===== src/rtl/mem_arbiter.sv =====
// Two-requester round-robin arbiter that sequences held commands onto a
// single-port memory, one access in flight, and routes read data back.
module mem_arbiter #(
    parameter int ADDR_WIDTH = 4,
    parameter int DATA_WIDTH = 8,
    parameter int RD_LATENCY = 1
) (
    input  logic                  clk,
    input  logic                  reset_n,
    input  logic                  r0_req,
    input  logic                  r0_wr,
    input  logic [ADDR_WIDTH-1:0] r0_addr,
    input  logic [DATA_WIDTH-1:0] r0_wdata,
    output logic                  r0_ack,
    output logic [DATA_WIDTH-1:0] r0_rdata,
    output logic                  r0_rvalid,
    input  logic                  r1_req,
    input  logic                  r1_wr,
    input  logic [ADDR_WIDTH-1:0] r1_addr,
    input  logic [DATA_WIDTH-1:0] r1_wdata,
    output logic                  r1_ack,
    output logic [DATA_WIDTH-1:0] r1_rdata,
    output logic                  r1_rvalid,
    output logic [ADDR_WIDTH-1:0] mem_addr,
    output logic [DATA_WIDTH-1:0] mem_data_in,
    output logic                  mem_wr_en,
    output logic                  mem_op_en,
    output logic                  mem_cs,
    input  logic [DATA_WIDTH-1:0] mem_data_out
);

    typedef enum logic [1:0] {IDLE, ISSUE, WAIT, RESP} state_t;

    localparam logic [2:0] LAT_LOAD = 3'(RD_LATENCY);

    state_t                state, next_state;
    logic [2:0]            cnt;
    logic                  lat_wr;
    logic [ADDR_WIDTH-1:0] lat_addr;
    logic [DATA_WIDTH-1:0] lat_wdata;
    logic                  lat_id;
    logic                  last_id;
    logic                  any_req;
    logic                  win_id;

    // On contention the requester not granted last wins; a lone requester always wins.
    assign any_req = r0_req | r1_req;
    assign win_id  = (r0_req && r1_req) ? ~last_id : r1_req;

    always_ff @(posedge clk or negedge reset_n) begin
        if (!reset_n) state <= IDLE;
        else          state <= next_state;
    end

    // NOTE: every combinational output gets a default first so no latch is inferred.
    always_comb begin
        next_state = state;
        unique case (state)
            IDLE:    if (any_req) next_state = ISSUE;
            ISSUE:   next_state = lat_wr ? IDLE : WAIT;
            WAIT:    if (cnt <= 3'd1) next_state = RESP;
            RESP:    next_state = IDLE;
            default: next_state = IDLE;
        endcase
    end

    always_comb begin
        mem_cs      = 1'b0;
        mem_op_en   = 1'b0;
        mem_wr_en   = 1'b0;
        mem_addr    = '0;
        mem_data_in = '0;
        r0_ack      = 1'b0;
        r1_ack      = 1'b0;
        r0_rvalid   = 1'b0;
        r1_rvalid   = 1'b0;
        if (state == ISSUE) begin
            mem_cs      = 1'b1;
            mem_op_en   = 1'b1;
            mem_wr_en   = lat_wr;
            mem_addr    = lat_addr;
            mem_data_in = lat_wr ? lat_wdata : '0;
            r0_ack      = ~lat_id;
            r1_ack      = lat_id;
        end else if (state == RESP) begin
            r0_rvalid = ~lat_id;
            r1_rvalid = lat_id;
        end
    end

    // Command capture, latency counter and per-requester read-data registers.
    always_ff @(posedge clk or negedge reset_n) begin
        if (!reset_n) begin
            cnt       <= '0;
            lat_wr    <= 1'b0;
            lat_addr  <= '0;
            lat_wdata <= '0;
            lat_id    <= 1'b0;
            last_id   <= 1'b1;
            r0_rdata  <= '0;
            r1_rdata  <= '0;
        end else begin
            unique case (state)
                IDLE: if (any_req) begin
                    lat_id    <= win_id;
                    last_id   <= win_id;
                    lat_wr    <= win_id ? r1_wr    : r0_wr;
                    lat_addr  <= win_id ? r1_addr  : r0_addr;
                    lat_wdata <= win_id ? r1_wdata : r0_wdata;
                end
                ISSUE: if (!lat_wr) cnt <= LAT_LOAD;
                WAIT: begin
                    cnt <= cnt - 3'd1;
                    if (cnt <= 3'd1) begin
                        if (lat_id) r1_rdata <= mem_data_out;
                        else        r0_rdata <= mem_data_out;
                    end
                end
                default: ;
            endcase
        end
    end

endmodule


===== config.mk =====
export PLATFORM = sky130hd
export DESIGN_NAME = mem_arbiter
export DESIGN_NICKNAME = d
export VERILOG_FILES = /design/src/rtl/mem_arbiter.sv
export SDC_FILE = /design/constraint.sdc
export NUM_CORES = 1
export LEC_CHECK = 0
export ABC_AREA = 1
export CORE_MARGIN = 4
export CORE_UTILIZATION = 39
export CTS_BUF_LIST = sky130_fd_sc_hd__clkbuf_4 sky130_fd_sc_hd__clkbuf_8
export DETAILED_ROUTE_END_ITERATION = 10
export HOLD_SLACK_MARGIN = 0.02
export PLACE_DENSITY = 0.8
export SYNTH_ARGS = -nofsm -noshare
export SYNTH_HDL_FRONTEND = slang
export SYNTH_SLANG_ARGS = --single-unit

===== constraint.sdc =====
create_clock -name clk -period 1.19 [get_ports clk]
set_input_delay 0.238 -clock clk [delete_from_list [all_inputs] [get_ports clk]]
set_output_delay 0.238 -clock clk [all_outputs]
set_load 0.05 [all_outputs]

==> impl_metrics.csv <==
group,metric,value,unit
floorplanning,die_h,77.5,um
finish,nets,385,
clock_network,cts_made_buffers,5,
worst_setup_path,path_max_fanout,5,
grt,grt_overflow,0,
worst_setup_path,rr_startpoint,"state[0]",
pwr,p_leak,1.73,nW
worst_setup_path,crit_family,"buffers and inverters",
floorplanning,rows,25,
finish,design_area,0.00366,mm2
floorplanning,initial_core_util,40.2,%
pwr,ir_drop,1.43,mV
floorplanning,core_area,0.00469,mm2
run,maxCapViolCount,0,
place,pre_cts_slack,-0.272,ns
clock_network,cts_tree,"built",
clock_network,cts.sinks,36,
yosys,yosysTopAreaCellShare,46.4,%
place,place_hpwl,4.19,mm
status,violations,"setup timing",
yosys,syn_avg_cell_area,7.73,um2
yosys,synth.area.top_cells,"dfrtp_1 46%, nand2_1 22%, nand3_1 8.2%, nor2_1 3.6%, nor2_8 3.2%",
worst_setup_path,critPathKind,"reg -> out",
detailed_routing,wl_per_cell,14.5,um
yosys,synthArstFlopShare,100,%
detailed_routing,drtIter0Drc,67,
sta,final-setup-viol-count,53,
grt,grt_pass1_vias,1964,
place,placed_cell_area,0.00333,mm2
worst_setup_path,worstPathRequired,0.95,ns
finish,syn_to_final_growth,94.4,%
yosys,synthCells,244,
yosys,synth_xor_area_share,0,%
detailed_routing,routed_via_density,4.94,
yosys,synth_common_cells,"111 x nand2_1, 35 x dfrtp_1, 31 x nand3_1",
sta,slew_viol_final,0,
detailed_routing,final_antenna_net_count,0,
worst_setup_path,crit_slowest_cell,"dfrtp_1",
worst_setup_path,path_cells,"inv_2, nand2_4, buf_4, nor2_4, buf_12",
yosys,yosysUniqueCellTypes,23,
clock_network,clk_pin_slew_worst_paths,0.07,ns
yosys,synth_seq_area_share,47.8,%
clock_network,htreeDepth,2,
place,place_inst,385,
sta,period_share,130,%
sta,finalHoldViolCount,0,
finish,instances_no_fill,400,
floorplanning,dieWidth,77.5,um
detailed_routing,first_pass_iters,4,
clock_network,clock_path_buffers,2,
worst_setup_path,crit_buf_inv,3,
yosys,synth.largest_area_cell,"dfrtp_1",
sta,grt_setup_unrepaired,"yes",
yosys,ys_ff_latch,36,
sta,worst_slew_pin_slew,0.222,ns
sta,relSlewSlack,85.1,%
clock_network,insertion_delay,0.30,ns
floorplanning,dieArea,0.00601,mm2
grt,grt_pass1_wl,9.05,mm
clock_network,cts-root-buf,"clkbuf_8",
yosys,synth-edff-count,0,
status,status,"finished with violations",
yosys,synth_top_family_by_area,"simple AND/OR/NAND/NOR gates",
yosys,synth-adder-area-share,1.33,%
min_path,worstHoldPathType,"in -> async",
worst_setup_path,setup.worst_path.start_class,"register",
yosys,muxShareOfSynthArea,0,%
sta,layout_setup_ws,-0.356,ns
yosys,ys_warn_count,0,
yosys,synth_fp_nets,284,
floorplanning,io_pins,73,
yosys,yosysMostFrequentCell,"nand2_1",
finish,final_layout_size_suffix_gt1_share,37.6,%
detailed_routing,drc_errors,0,
worst_setup_path,cp-end-kind,"primary output",
worst_setup_path,arrival,1.31,ns
sta,fin_crit,1.55,ns
worst_setup_path,slowest_delay,0.40,ns
grt,grt_usage,19.5,%
grt,antenna_found_initial,0,
sta,finalSetupTns,-10.10,ns
place,io_buffers,72,
yosys,synthesis.area,0.00189,mm2
pwr,p_per_area,3070,mW/mm2
grt,grt_max_degree,37,
finish,num_antenna_cells,0,
yosys,yosys.area_share.simple,42.5,%
sta,max_freq,647,MHz
sta,skew,0.00732,ns
yosys,synthFlopType,"dfrtp_1",
detailed_routing,num_vias,1977,
detailed_routing,wl,5.78,mm
place,place_congestion,0.863,
pwr,fin_total_pwr,11.2,mW
yosys,synth-compound-area-share,1.39,%
==> worst register-to-register path, delay by kind of cell (launching register included) <==
family	cells	cell delay [ns]
DFF	1	0.44
and+or+nand+nor	4	0.42
buffers and inverters	4	0.50
==> sequential cells by signal, indices dropped and copies added, names as in the netlist, named ones only <==
name	count
r1_rdata	8
last_id	1
lat_wr	1
lat_id	1
r0_rdata	8
cnt	3
lat_addr	4
state	1
lat_wdata	8
==> worst paths after layout <==
path	cells after the start	slack, ns	end
setup / recovery	5	-0.36	mem_addr[2]
hold reg to reg	2	0.49	last_id
hold / removal	2	0.31	asynchronous set/reset pin
max in group asynchronous	2	0.63	last_id
min in group clk	2	0.49	last_id
setup reg to reg	8	-0.23	lat_wr
==> cell usage in the layout (no fill, tap or decap), types with 2 or more instances in the layout <==
cell,Yosys,final
nand2_1,111,101
buf_12,0,41
clkdlybuf4s50_1,0,37
dfrtp_1,35,32
nand3_1,31,31
nor2_4,1,16
buf_4,4,16
nand2_2,4,10
buf_6,1,10
inv_1,12,8
clkbuf_8,0,6
nand2_4,3,5
inv_2,2,3
nor2_8,3,3
nand3b_1,3,3
dfrtp_2,0,3
inv_4,2,2
clkinvlp_4,0,2
nor3_4,0,2
nand2_8,0,2
nor2_2,0,2
ha_4,0,2
==> per-layer routing <==
metal	global-route usage, %	wire length [um]
met5	0	0
met4	8.01	113
met3	6.26	476
met2	36.9	3120
met1	19.3	2070
==> cell type report <==
cell class,instances,area (um2)
Clock buffer,7,90.1
Sequential cell,36,906
Tap cell,54,67.6
Timing Repair Buffer,104,1420
Clock inverter,1,7.51
Multi-Input combinational cell,182,1090
Fill cell,314,1030
Inverter,16,81.3
==> stage by stage <==
step | util, % | hold WS (ns)
3_3_place_gp | 70.9 | 0.465
2_1_floorplan | - | -0.0576
4_1_cts | 74.8 | 0.313
3_5_place_dp | 70.9 | 0.475
5_1_grt | 78.1 | 0.323
6_report | 78.1 | 0.306
==> repair_timing <==
action,in CTS,in global routing
buffers inserted,2,8
gates resized for setup,18,31
hold endpoints to repair,0,0
hold buffers,0,0
pin swaps,3,11
endpoints found under the setup margin,46,54
==> where the power goes <==
group	switching, mW	internal, mW	total, mW
Combinational	4.17	3.62	7.79
Clock	0.444	0.493	0.937
Sequential	0.653	1.85	2.51
==> cell families after synthesis <==
kind of cell | after synthesis
buffers and inverters | 26
adders and majority gates | 2
DFF | 36
AOI/OAI and AO/OA | 4
and+or+nand+nor | 176
(Power assumes the default switching activity.)
